### config.mk
export PLATFORM = sky130hd
export DESIGN_NAME = johnson_step_ctrl_flat
export DESIGN_NICKNAME = d
export VERILOG_FILES = /design/src/rtl/johnson_step_ctrl_if.sv /design/src/rtl/johnson_step_ctrl.sv /design/src/flat_wrapper.sv
export SDC_FILE = /design/constraint.sdc
export NUM_CORES = 1
export LEC_CHECK = 0
export ABC_CLOCK_PERIOD_IN_PS = 4570
export BUFFER_PORTS_ARGS = -buffer_cell sky130_fd_sc_hd__clkbuf_2
export CORE_MARGIN = 2
export CORE_UTILIZATION = 45
export DETAILED_ROUTE_END_ITERATION = 12
export PLACE_DENSITY_LB_ADDON = 0.05
export REMOVE_ABC_BUFFERS = 1
export SETUP_SLACK_MARGIN = 0.2
export SLEW_MARGIN = 20
export SYNTH_ARGS = -nofsm -noshare
export SYNTH_HDL_FRONTEND = slang
export SYNTH_SLANG_ARGS = --single-unit
### constraint.sdc
create_clock -name clk -period 4.57 [get_ports clk]
set_clock_uncertainty 0.15 [all_clocks]
set_input_delay 1.371 -clock clk [delete_from_list [all_inputs] [get_ports clk]]
set_output_delay 1.371 -clock clk [all_outputs]
set_load 0.02 [all_outputs]
### src/rtl/johnson_step_ctrl_if.sv
// rtl/johnson_step_ctrl_if.sv - command/status bundle for the Johnson step controller
interface johnson_step_ctrl_if #(
    parameter int WIDTH = 4,
    parameter int CNT_W = 16,
    parameter int DIV_W = 16
);
    logic             cmd_valid;
    logic             cmd_ready;
    logic             cmd_dir;
    logic [CNT_W-1:0] cmd_steps;
    logic [DIV_W-1:0] cmd_div;
    logic             abort;
    logic [WIDTH-1:0] phase_out;
    logic             busy;
    logic             done;
    logic             abort_ack;
    logic [CNT_W-1:0] steps_left;

    modport master (
        output cmd_valid, cmd_dir, cmd_steps, cmd_div, abort,
        input  cmd_ready, phase_out, busy, done, abort_ack, steps_left
    );

    modport slave (
        input  cmd_valid, cmd_dir, cmd_steps, cmd_div, abort,
        output cmd_ready, phase_out, busy, done, abort_ack, steps_left
    );
endinterface

### src/rtl/johnson_step_ctrl.sv
// rtl/johnson_step_ctrl.sv - Johnson-code stepper phase controller; JOHNSON_STEP_CTRL_IDLE_OFF_EN blanks phase_out outside RUN
module johnson_step_ctrl #(
    parameter int WIDTH = 4,
    parameter int CNT_W = 16,
    parameter int DIV_W = 16
) (
    input  logic                clk,
    input  logic                rst,
    johnson_step_ctrl_if.slave  bus
);

    typedef enum logic [1:0] {
        S_IDLE    = 2'd0,
        S_RUN     = 2'd1,
        S_DONE    = 2'd2,
        S_ABORTED = 2'd3
    } state_t;

    state_t           state, state_nxt;
    logic [WIDTH-1:0] phase, phase_nxt;
    logic [CNT_W-1:0] steps_left, steps_nxt;
    logic [DIV_W-1:0] timer, timer_nxt;
    logic [DIV_W-1:0] div_q, div_nxt;
    logic             dir_q, dir_nxt;
    logic [WIDTH-1:0] phase_fwd, phase_rev;

    // Both directions are single shifts of a Johnson code, so only legal codes are reachable.
    assign phase_fwd = {~phase[0], phase[WIDTH-1:1]};
    assign phase_rev = {phase[WIDTH-2:0], ~phase[WIDTH-1]};

    always_ff @(posedge clk or negedge rst) begin
        if (!rst) begin
            state      <= S_IDLE;
            phase      <= '0;
            steps_left <= '0;
            timer      <= '0;
            div_q      <= '0;
            dir_q      <= 1'b0;
        end else begin
            state      <= state_nxt;
            phase      <= phase_nxt;
            steps_left <= steps_nxt;
            timer      <= timer_nxt;
            div_q      <= div_nxt;
            dir_q      <= dir_nxt;
        end
    end

    always_comb begin
        state_nxt = state;
        phase_nxt = phase;
        steps_nxt = steps_left;
        timer_nxt = timer;
        div_nxt   = div_q;
        dir_nxt   = dir_q;
        case (state)
            S_IDLE: begin
                if (bus.cmd_valid) begin
                    dir_nxt   = bus.cmd_dir;
                    div_nxt   = bus.cmd_div;
                    steps_nxt = bus.cmd_steps;
                    timer_nxt = bus.cmd_div;
                    state_nxt = (bus.cmd_steps == '0) ? S_DONE : S_RUN;
                end
            end
            S_RUN: begin
                // Abort wins over a step that would fall due on the same edge.
                if (bus.abort) begin
                    state_nxt = S_ABORTED;
                end else if (timer == '0) begin
                    phase_nxt = dir_q ? phase_fwd : phase_rev;
                    steps_nxt = steps_left - 1'b1;
                    timer_nxt = div_q;
                    if (steps_left == CNT_W'(1))
                        state_nxt = S_DONE;
                end else begin
                    timer_nxt = timer - 1'b1;
                end
            end
            S_DONE:    state_nxt = S_IDLE;
            S_ABORTED: state_nxt = S_IDLE;
            default:   state_nxt = S_IDLE;
        endcase
    end

    assign bus.cmd_ready  = (state == S_IDLE);
    assign bus.busy       = (state == S_RUN);
    assign bus.done       = (state == S_DONE);
    assign bus.abort_ack  = (state == S_ABORTED);
    assign bus.steps_left = steps_left;

`ifdef JOHNSON_STEP_CTRL_IDLE_OFF_EN
    assign bus.phase_out = (state == S_RUN) ? phase : '0;
`else
    assign bus.phase_out = phase;
`endif

endmodule

### src/flat_wrapper.sv
// flat-port wrapper written by rule: the top's interface ports become plain ports
module johnson_step_ctrl_flat 
#(
    parameter int WIDTH = 4,
    parameter int CNT_W = 16,
    parameter int DIV_W = 16
)
  (clk, rst, bus_cmd_valid, bus_cmd_dir, bus_cmd_steps, bus_cmd_div, bus_abort, bus_cmd_ready, bus_phase_out, bus_busy, bus_done, bus_abort_ack, bus_steps_left);
  johnson_step_ctrl_if #(.WIDTH(WIDTH), .CNT_W(CNT_W), .DIV_W(DIV_W)) bus_i ();
  input  logic clk;
  input  logic rst;
  input wire logic [$bits(bus_i.cmd_valid)-1:0] bus_cmd_valid;
  input wire logic [$bits(bus_i.cmd_dir)-1:0] bus_cmd_dir;
  input wire logic [$bits(bus_i.cmd_steps)-1:0] bus_cmd_steps;
  input wire logic [$bits(bus_i.cmd_div)-1:0] bus_cmd_div;
  input wire logic [$bits(bus_i.abort)-1:0] bus_abort;
  output wire logic [$bits(bus_i.cmd_ready)-1:0] bus_cmd_ready;
  output wire logic [$bits(bus_i.phase_out)-1:0] bus_phase_out;
  output wire logic [$bits(bus_i.busy)-1:0] bus_busy;
  output wire logic [$bits(bus_i.done)-1:0] bus_done;
  output wire logic [$bits(bus_i.abort_ack)-1:0] bus_abort_ack;
  output wire logic [$bits(bus_i.steps_left)-1:0] bus_steps_left;
  assign bus_i.cmd_valid = bus_cmd_valid;
  assign bus_i.cmd_dir = bus_cmd_dir;
  assign bus_i.cmd_steps = bus_cmd_steps;
  assign bus_i.cmd_div = bus_cmd_div;
  assign bus_i.abort = bus_abort;
  assign bus_cmd_ready = bus_i.cmd_ready;
  assign bus_phase_out = bus_i.phase_out;
  assign bus_busy = bus_i.busy;
  assign bus_done = bus_i.done;
  assign bus_abort_ack = bus_i.abort_ack;
  assign bus_steps_left = bus_i.steps_left;
  johnson_step_ctrl #(.WIDTH(WIDTH), .CNT_W(CNT_W), .DIV_W(DIV_W)) u_core (.clk(clk), .rst(rst), .bus(bus_i));
endmodule
==> summary.md, run 1 <==
| Metric | Value |
|---|---|
| Status | finished clean |
| Fill cell count | 727 |
| Post-DP HPWL | roughly 6500 um |
| Core Rows | 31 |
| Die W | between 90 and 100 um |
| Seq cells post-synth | 55 |
| Multi-input gate area | 1860 um2 |
| Placed Cells | ~520 |
| Post-synthesis async set-or-reset flop share | 100% |
| Endpoints failing setup | 0 |
| Post-CTS Setup Bufs | 0 |
| Longest Clk Path Bufs | 2 |
| LEAKAGE | 1.70 nW |
| Number of synthesized flops with an enable pin | 0 |
| Post-CTS resize count | 0 |
| Nets | 472 |
| Cell family with most CP delay | flip-flops |
| RSZ-0062 raised after global routing | false |
| Final WS setup | about 1.4 ns |
| Global-route wire length before repair | 15600 um |
| Clk root buf | clkbuf_8 |
| Post-CTS Hold Buffers | 0 |
| Initial DRC Count | 181 |
| Vias in the first global route | 2971 |
| RD Place Congestion | 0.857 |
| Setup crit start | u_core.state[1] |
| Tot GR Track Use | a little under a quarter |
| Starting Density | 46.5% |
| Placed Area | 3760 um2 |
| Buf/Inv on CP | 3 |
| Worst EP arrival | approximately 1.6 ns |
| Dominant synthesized flop cell | dfrtp_1 |
| Synthesized cell area | 3390 um2 |
| Worst skew pair latency | 0.32 ns |
| Post-route ant nets | 0 |
| Area added between synthesis and finish | 14.2% |
| DP Worst Slack | 1.20 ns |
| Drt drc | 0 |
| Least-Margin Pin Slew | approximately 0.97 ns |
| Pwr Density | 643 nW/um2 |
| Largest net degree at the start of global routing | 33 |
| Post-Route Utilization | 53.1% |
| Worst r2r src | u_core.timer[3] |
| Min Tclk post-route | 3.14 ns |
| Relative slew slack | 35.7% |
| Start point of the worst min-delay path | u_core.div_q[2] |
| Post-route insts no fill | 531 |
| Max Cap Viol | 0 |
| IO Port Bufs | 60 |
| Setup tns final | 0 ns |
| CP max-delay cell | dfrtp_1 |
| Io pins | about 60 |
| Max IR drop VDD | 296 uV |
| Hold Fails Final Rpt | 0 |
| Antenna violations before repair | 0 |
| Mean post-synth cell area | about 8.9 um2 |
| Antenna diodes | 0 |
| Seq/Total Area, Yosys | 40.6% |
| Synthesized instance count | 383 |
| Clock sinks | 55 |
| Max-slew violations | 0 |
| Crit end category | primary output |
| DR vias | 3119 |
| Routed len/inst | 17.7 um |
| CTS tree | yes |
| Die area | 8250 um2 |
| Worst Path Max Fanout | 18 |
| Detailed Route WL | 9400 um |
| CTS H-tree depth | 2 |
| Crit-path cells | nand2b_1 -> clkinv_1 -> buf_4 -> clkbuf_2 |
| Synth Warn # | 0 |
| Commonest non-fill, non-tap cell in the layout | nand2_1 |
| First-pass iteration count of the detailed router | 4 |
| Die H | 90.8 um |
| Startpoint types | flop |
| Setup CP Type | flop to primary output |
| Fmax | 319 MHz |
| Commonest cells after routing, fill and taps aside | nand2_1, clkbuf_2, dfrtp_1, nor2_1, o21ai_0 |
| Worst path max stage delay | 0.56 ns |
| Core footprint | 7290 um2 |
| HP Class | flop to flop |
| Post-route clock period utilization | between 60% and 70% |
| Register area | 1380 um2 |
| Number of vias per cell | slightly below 6 |
| TritonCTS Buffers | 5 |
| Share of layout cells above drive strength 1 | 20.4% |
| Count of cell types in the netlist | 61 |
| Overflow after GRT | 0 |
| CTS clk-pin slew, worst paths | 0.10 ns |
| Final Cell Area | 3870 um2 |
| Worst Path Required | 3.05 ns |
## report_power, final
part / internal (mW) / total [mW] / leakage [nW] / switching, mW
clock network: 0.164 / 0.335 / 0.0581 / 0.171
registers: 0.696 / 0.999 / 0.656 / 0.303
logic: 0.458 / 1.16 / 0.988 / 0.700
## registers in the layout, summed over array words and instances, names as in the netlist
name	count
u_core.state	2
u_core.dir_q	1
u_core.bus.steps_left	16
u_core.bus.phase_out	4
u_core.timer	16
u_core.div_q	16
## logic make-up after synthesis
| logic type | count (synthesis) | synth area share [%] |
|---|---|---|
| AO/OA/AOI/OAI | 88 | 18.0 |
| XOR/XNOR | 9 | 2.32 |
| adder cells (fa/ha/maj) | 4 | 1.48 |
| buffers and inverters | 38 | 4.68 |
| flip-flops | 55 | 40.6 |
| multiplexers | 13 | 3.98 |
| AND/OR/NAND/NOR | 176 | 29.0 |
## synthesized netlist by cell type (4+ instances only)
library cell	count	area, um2
a21o_1	5	37.5
o21ai_0	17	85.1
nand3_1	6	30.0
ha_1	4	50.1
a22oi_1	10	75.1
o211ai_1	7	52.6
a31oi_1	4	25.0
nand2b_1	8	50.1
nor4_1	16	100
or4b_1	4	40.0
or4_1	5	37.5
xor2_1	7	61.3
dfrtp_1	55	1380
inv_1	11	41.3
nor3_1	14	70.1
nand2_1	61	229
clkbuf_1	17	63.8
nor2_1	23	86.3
buf_2	4	20.0
o22ai_1	9	56.3
a211oi_1	5	37.5
mux2_2	4	45.0
a21oi_1	9	45.0
nand4_1	9	56.3
mux2i_1	9	90.1
## path summary, 6_finish.rpt
check / end / slack (ns) / depth (start not counted)
min in group asynchronous: u_core.bus.steps_left[1] / 0.95 / 1
max in group asynchronous: u_core.timer[9] / 2.56 / 2
setup / recovery: bus_busy / 1.43 / 4
setup reg to reg: u_core.bus.steps_left[0] / 1.69 / 4
hold / removal: u_core.div_q[2] / 0.33 / 2
hold reg to reg: u_core.div_q[2] / 0.33 / 2
## per-stage QoR
step           power (mW)  hold slack [ns]
2_1_floorplan        1.75            0.290
3_3_place_gp         2.13            0.305
3_5_place_dp         2.16            0.312
4_1_cts              2.51            0.338
5_1_grt              2.70            0.361
6_report             2.49            0.334
## worst register-to-register path, stage by stage (launching register included)
cell,delay [ns]
dfrtp_1,0.50
nor4_4,0.61
and4_1,0.77
o21ai_1,0.42
a22o_1,0.33
## area by class of cell
cell class	count	area share (%)
multi-input cells	290	48.1
flip-flops and latches	55	35.5
repair buffers	67	9.11
well taps	99	3.20
clock buffers	5	1.78
inverters	12	1.16
clock inverters	3	1.13
## layer usage
| metal | wire [um] | up-vias | track usage (%) |
|---|---|---|---|
| li1 | - | 1529 | - |
| met1 | 4640 | 1498 | 34.3 |
| met2 | 4150 | 81 | 35.8 |
| met3 | 488 | 11 | 4.26 |
| met4 | 112 | 0 | 5.81 |
| met5 | 0 | - | 0 |
No activity file was read; power rests on OpenSTA's default activity.
==> run 2: changes to the inputs <==
--- a/config.mk
+++ b/config.mk
@@ -5,7 +5,8 @@
 export SDC_FILE = /design/constraint.sdc
 export NUM_CORES = 1
 export LEC_CHECK = 0
-export ABC_CLOCK_PERIOD_IN_PS = 4570
+export ABC_AREA = 1
+export ABC_CLOCK_PERIOD_IN_PS = 3000
 export BUFFER_PORTS_ARGS = -buffer_cell sky130_fd_sc_hd__clkbuf_2
 export CORE_MARGIN = 2
 export CORE_UTILIZATION = 45
==> constraint.sdc (replaced) <==
create_clock -name clk -period 3 [get_ports clk]
set_clock_uncertainty 0.15 [all_clocks]
set_input_delay 0.9 -clock clk [delete_from_list [all_inputs] [get_ports clk]]
set_output_delay 0.9 -clock clk [all_outputs]
set_load 0.02 [all_outputs]
==> summary.md, run 2 <==
| Metric | Value |
|---|---|
| Sw frac | about half |
| Die W | ~94 um |
| Clk root buf | clkbuf_8 |
| Adder-Cell Fraction of Synth Area | 1.37% |
| Simple-gate share of the synthesized area | 35.2% |
| Overflow after GRT | 0 |
| Endpoints failing setup | 0 |
| Crit Reg-Reg Endpoint | u_core.bus.steps_left[5] |
| Commonest cells after routing, fill and taps aside | nand2_1, nor2_1, clkbuf_2, inv_1, dfrtp_1 |
| DP Worst Slack | roughly 0.61 ns |
| Core Rows | 32 |
| LEAKAGE | 2.12 nW |
| Count of cell types in the netlist | 32 |
| Post-Route Utilization | 52.8% |
| Min Tclk post-route | 2.57 ns |
| Die area | 8840 um2 |
| Mean post-synth cell area | roughly 7 um2 |
| TritonCTS Buffers | 5 |
| Seq cells post-synth | 55 |
| Crit end category | primary output |
| Largest net degree at the start of global routing | 35 |
| DR vias | between 3000 and 4000 |
| Antenna diodes | 0 |
| Comb power frac | 55.4% |
| Core footprint | just under 8000 um2 |
| Min-Delay Endpoint | u_core.div_q[1] |
| Clock Power Share | 10.9% |
| Post-synthesis async set-or-reset flop share | 100% |
| CP max-delay cell | dfrtp_1 |
| M1 GR Usage | between 20 and 30% |
| Final WS setup | 0.435 ns |
| Sequential Power Share | 33.7% |
| Post-CTS resize count | 0 |
| Setup CP Type | flop to primary output |
| Met3 Use GR | 2.81% |
| Post-CTS Hold Buffers | 0 |
| Post-route insts no fill | about 680 |
| Design Power | 4.25 mW |
| Worst Path Required | 1.95 ns |
| Worst Path Max Fanout | 15 |
| Post-CTS Setup Bufs | 0 |
| Hold Fails Final Rpt | 0 |
| Max Cap Viol | 0 |
| CTS tree | yes |
| Die H | 94.0 um |
| Synth Warn # | 0 |
| Status | finished clean |
| Post-route clock period utilization | a little under nine tenths |
| Count leader, synth | nand2_1 |
| Global-route wire length before repair | 15600 um |
| Internal cell power | 2.12 mW |
| Fill cell count | 837 |
| Main combinational cell family by area after synthesis | simple AND/OR/NAND/NOR gates |
| Worst r2r src | u_core.timer[0] |
| Io pins | 61 |
| Setup tns final | 0 ns |
| Initial DRC Count | around 130 |
| Max-slew violations | 0 |
| Relative slew slack | 55.5% |
| Ranking of synthesized cells by area | dfrtp_1, nand2_1, nor2_1, nand3_1, inv_1 |
| Nets | 622 |
| Hold path depth | 2 |
| Drt drc | 0 |
| Starting Density | 46.7% |
| Number of vias per cell | 5.10 |
| Post-Synth XOR/XNOR Area | 1.44% |
| Reg2Reg Setup Slack | 0.82 ns |
| Routed len/inst | around 13 um |
| Antenna violations before repair | 0 |
| Final Cell Area | 4120 um2 |
| Area added between synthesis and finish | 13.0% |
| Top cells by count, synth | nand2_1, nor2_1, inv_1, dfrtp_1, nand3_1 |
| Clock sinks | 55 |
| Post-DP HPWL | 6770 um |
| RSZ-0062 raised after global routing | false |
| Dominant synthesized flop cell | dfrtp_1 |
| Vias in the first global route | 3387 |
| Placed Cells | 676 |
| Final hold slack | 0.345 ns |
| CTS H-tree depth | 2 |
| CTS clk-pin slew, worst paths | 0.10 ns |
| Worst EP arrival | between 1.5 and 2 ns |
| Commonest non-fill, non-tap cell in the layout | nand2_1 |
| Startpoint types | flop |
| Compound-Gate Fraction of Synth Area | between 10% and 20% |
| Synth top area share | 37.7% |
| Synthesized instance count | approximately 520 |
| Placed Area | 4020 um2 |
| Longest Clk Path Bufs | 2 |
| Buf/Inv on CP | 3 |
| Start point of the worst min-delay path | u_core.div_q[1] |
| Gr busiest metal | met2 |
| Post-route ant nets | 0 |
| IO Port Bufs | 60 |
| Seq/Total Area, Yosys | 37.7% |
| Share of layout cells above drive strength 1 | around 18% |
| HP Class | flop to flop |
| Worst path max stage delay | about 0.43 ns |
| Detailed Route WL | 9150 um |
| Least-Margin Pin Slew | 0.667 ns |
| Max IR drop VDD | ~460 uV |
| Synthesized cell area | 3650 um2 |
| Mux cell area share after synthesis | roughly 2.8% |
| Pwr Density | around 1000 nW/um2 |
| Worst reg-to-reg path cell count | 9 |
| Worst skew pair latency | 0.31 ns |
| Fmax | a little under 400 MHz |
| Cell taking the most area after synthesis | dfrtp_1 |
| Cell family with most CP delay | buffers and inverters |
| Psw | 2.13 mW |
| RD Place Congestion | 0.868 |
| Met2 Use GR | approximately two fifths |
| Top flop regs | u_core.bus.steps_left (16), u_core.div_q (16), u_core.timer (16) |
| Number of synthesized flops with an enable pin | 0 |
| First-pass iteration count of the detailed router | 4 |
| Crit-path cells | inv_1 -> nand2_4 -> inv_2 -> clkbuf_2 |
| Tot GR Track Use | 22.1% |
==> run 2: changes by cell type after synthesis, moves of 13 or more <==
cell / delta
a21oi_1: +19
inv_1: +47
nand2_1: +90
nand3_1: +40
nor2_1: +42
nor3_1: -13
nor4_1: -16
o21ai_0: +26
==> run 2: cell type report <==
class	count	area, um2	share of cell area (%)
multi-input combinational	392	1930	46.8
tap	102	128	3.10
inverter	61	231	5.61
clock buffer	8	100	2.43
sequential	55	1380	33.4
timing repair buffer	66	358	8.68
==> run 2: tightest hold or removal path: cells and delay by family, from the launching register on <==
kind	cells	cell delay, ns
simple gates	1	0.05
compound gates	1	0.06
flops	1	0.36
==> run 2: logic make-up (layout without fill, tap and decap cells) <==
group / after synthesis / in the layout
xor gates and xnor gates: 6 / 6
and+or+nand+nor: 292 / 292
buffers and inverters: 77 / 135
AOI/OAI and AO/OA: 81 / 81
muxes: 9 / 9
adders and majority gates: 4 / 4
DFF: 55 / 55
==> run 2: worst max-delay path by stage <==
| stage | startpoint | end | slack [ns] | cells after the start |
|---|---|---|---|---|
| floorplan | bus_cmd_valid | u_core.bus.steps_left[5] | 0.70 | 7 |
| global placement | bus_abort | u_core.bus.steps_left[5] | 0.64 | 9 |
| detailed placement | bus_abort | u_core.bus.steps_left[5] | 0.61 | 9 |
| CTS | u_core.state[1] | bus_busy | 0.40 | 4 |
| global route | u_core.state[1] | bus_busy | 0.34 | 4 |
| finish | u_core.state[1] | bus_busy | 0.43 | 4 |
==> run 2: power groups by stage <==
stage / clock network (mW) / logic (mW) / registers (mW)
after floorplan: 0 / 1.61 / 1.49
after global placement: 0 / 2.34 / 1.44
after detailed placement: 0 / 2.38 / 1.45
after CTS: 0.477 / 2.39 / 1.43
after global routing: 0.507 / 2.71 / 1.49
final: 0.463 / 2.35 / 1.43
==> run 2: metal layers <==
layer | share of wire, % | up-vias | routed length (um)
met3 | 3.1 | 8 | 288
met2 | 50 | 57 | 4620
met1 | 45 | 1634 | 4130
li1 | - | 1786 | -
met5 | 0 | - | 0
met4 | 1.2 | 0 | 111
==> run 3: changes to the inputs <==
--- a/config.mk
+++ b/config.mk
@@ -8,6 +8,7 @@
 export ABC_AREA = 1
 export ABC_CLOCK_PERIOD_IN_PS = 3000
 export BUFFER_PORTS_ARGS = -buffer_cell sky130_fd_sc_hd__clkbuf_2
+export CORE_ASPECT_RATIO = 0.7
 export CORE_MARGIN = 2
 export CORE_UTILIZATION = 45
 export DETAILED_ROUTE_END_ITERATION = 12
==> summary.md, run 3 (synthesized netlist as in run 2, its figures left out) <==
| Metric | Value |
|---|---|
| Status | finished clean |
| Worst EP arrival | 1.40 ns |
| Final Cell Area | approximately 4200 um2 |
| IO Port Bufs | 60 |
| Worst skew pair latency | 0.30 ns |
| Post-route clock period utilization | 81.6% |
| Area added between synthesis and finish | 14.6% |
| RD Place Congestion | 0.912 |
| Clk root buf | clkbuf_16 |
| Initial DRC Count | 257 |
| Design Power | roughly 4.5 mW |
| Die area | 8850 um2 |
| Io pins | 61 |
| CTS tree | yes |
| RSZ-0062 raised after global routing | false |
| Post-route ant nets | 0 |
| Least-Margin Pin Slew | 0.544 ns |
| Nets | 624 |
| Setup CP Type | flop to primary output |
| Tot GR Track Use | 21.6% |
| Post-CTS Setup Bufs | 0 |
| Setup crit start | u_core.state[1] |
| Placed Area | 4020 um2 |
| LEAKAGE | between 2 and 2.5 nW |
| Commonest non-fill, non-tap cell in the layout | nand2_1 |
| Fill cell count | 810 |
| Die H | 79.3 um |
| Crit end category | primary output |
| Share of layout cells above drive strength 1 | between 10% and 20% |
| Max-slew violations | 0 |
| Relative slew slack | roughly 64% |
| Largest net degree at the start of global routing | 31 |
| Drt drc | 0 |
| Die W | 112 um |
| Reg2Reg Setup Slack | 0.78 ns |
| Startpoint types | flop |
| Starting Density | 46.3% |
| Global-route wire length before repair | 15300 um |
| Core footprint | 7870 um2 |
| Post-DP HPWL | 6840 um |
| Number of vias per cell | approximately 5 |
| Worst Path Max Fanout | 8 |
| Setup tns final | 0 ns |
| Placed Cells | 677 |
| Register area | 1380 um2 |
| Antenna diodes | 0 |
| Longest Clk Path Bufs | 2 |
| Antenna violations before repair | 0 |
| Multi-input gate area | 1930 um2 |
| Worst Path Required | 1.95 ns |
| Commonest cells after routing, fill and taps aside | nand2_1, nor2_1, clkbuf_2, inv_1, dfrtp_1 |
| First-pass iteration count of the detailed router | 5 |
| Min Tclk post-route | roughly 2.4 ns |
| Pwr Density | 1070 nW/um2 |
| Routed len/inst | 13.4 um |
| Vias in the first global route | about 3000 |
| Endpoints failing setup | 0 |
| TritonCTS Buffers | 5 |
| Max IR drop VDD | 534 uV |
| Post-CTS Hold Buffers | 0 |
| Worst r2r src | u_core.timer[0] |
| CTS clk-pin slew, worst paths | 0.07 ns |
| Core Rows | 27 |
| Detailed Route WL | 9210 um |
| Post-route insts no fill | between 600 and 700 |
| Post-CTS resize count | 0 |
| Top flop regs | u_core.bus.steps_left (16), u_core.div_q (16), u_core.timer (16) |
| Clock sinks | 55 |
| Max Cap Viol | 0 |
| Post-Route Utilization | 53.1% |
| Worst reg-to-reg path cell count | 9 |
| Overflow after GRT | 0 |
| DR vias | 3475 |
| Critical Path Sink | bus_busy |
| Hold Fails Final Rpt | 0 |
| Fmax | 409 MHz |
| HP Class | flop to flop |
| Crit Reg-Reg Endpoint | u_core.bus.steps_left[5] |
| CTS H-tree depth | 2 |
run 3: metrics by stage:
stage	worst slack (ns)	hold WS [ns]
2_1_floorplan	0.704	0.303
3_3_place_gp	0.635	0.321
3_5_place_dp	0.625	0.332
4_1_cts	0.542	0.355
5_1_grt	0.494	0.365
6_report	0.553	0.352
run 3: worst min path at each step:
stage,startpoint,end,slack [ns],cells after the start
final,u_core.div_q[2],u_core.div_q[2],0.35,2
after global routing,u_core.div_q[4],u_core.div_q[4],0.37,2
after CTS,u_core.div_q[3],u_core.div_q[3],0.35,2
after detailed placement,u_core.div_q[6],u_core.div_q[6],0.33,2
after global placement,u_core.div_q[6],u_core.div_q[6],0.32,2
after floorplan,u_core.div_q[0],u_core.div_q[0],0.30,2
run 3: power by group:
| part | internal, mW | switching [mW] |
|---|---|---|
| sequential | 1.09 | 0.353 |
| combinational | 0.824 | 1.57 |
| clock | 0.356 | 0.266 |
run 3: critical path, stage by stage (launching register included):
cell and delay (ns):
dfrtp_1 0.42, inv_1 0.15, nand2_4 0.10, inv_2 0.21
clkbuf_2 0.22
run 3: area by class of cell:
type                    count  share of cell area, %
inverters                  61                   5.54
repair buffers             68                   8.62
multi-input cells         392                   46.2
clock buffers               8                   3.74
well taps                 101                   3.02
flip-flops and latches     55                   32.9
run 3: per-layer routing:
metal  share of wire [%]  vias to the layer above  global-route usage [%]  wire [um]
li1                    -                     1800                       -          -
met1                  55                     1589                    34.7       5110
met2                  38                       79                    29.9       3540
met3                 5.4                        7                    4.20        498
met4                0.62                        0                    3.83         57
met5                   0                        -                       0          0
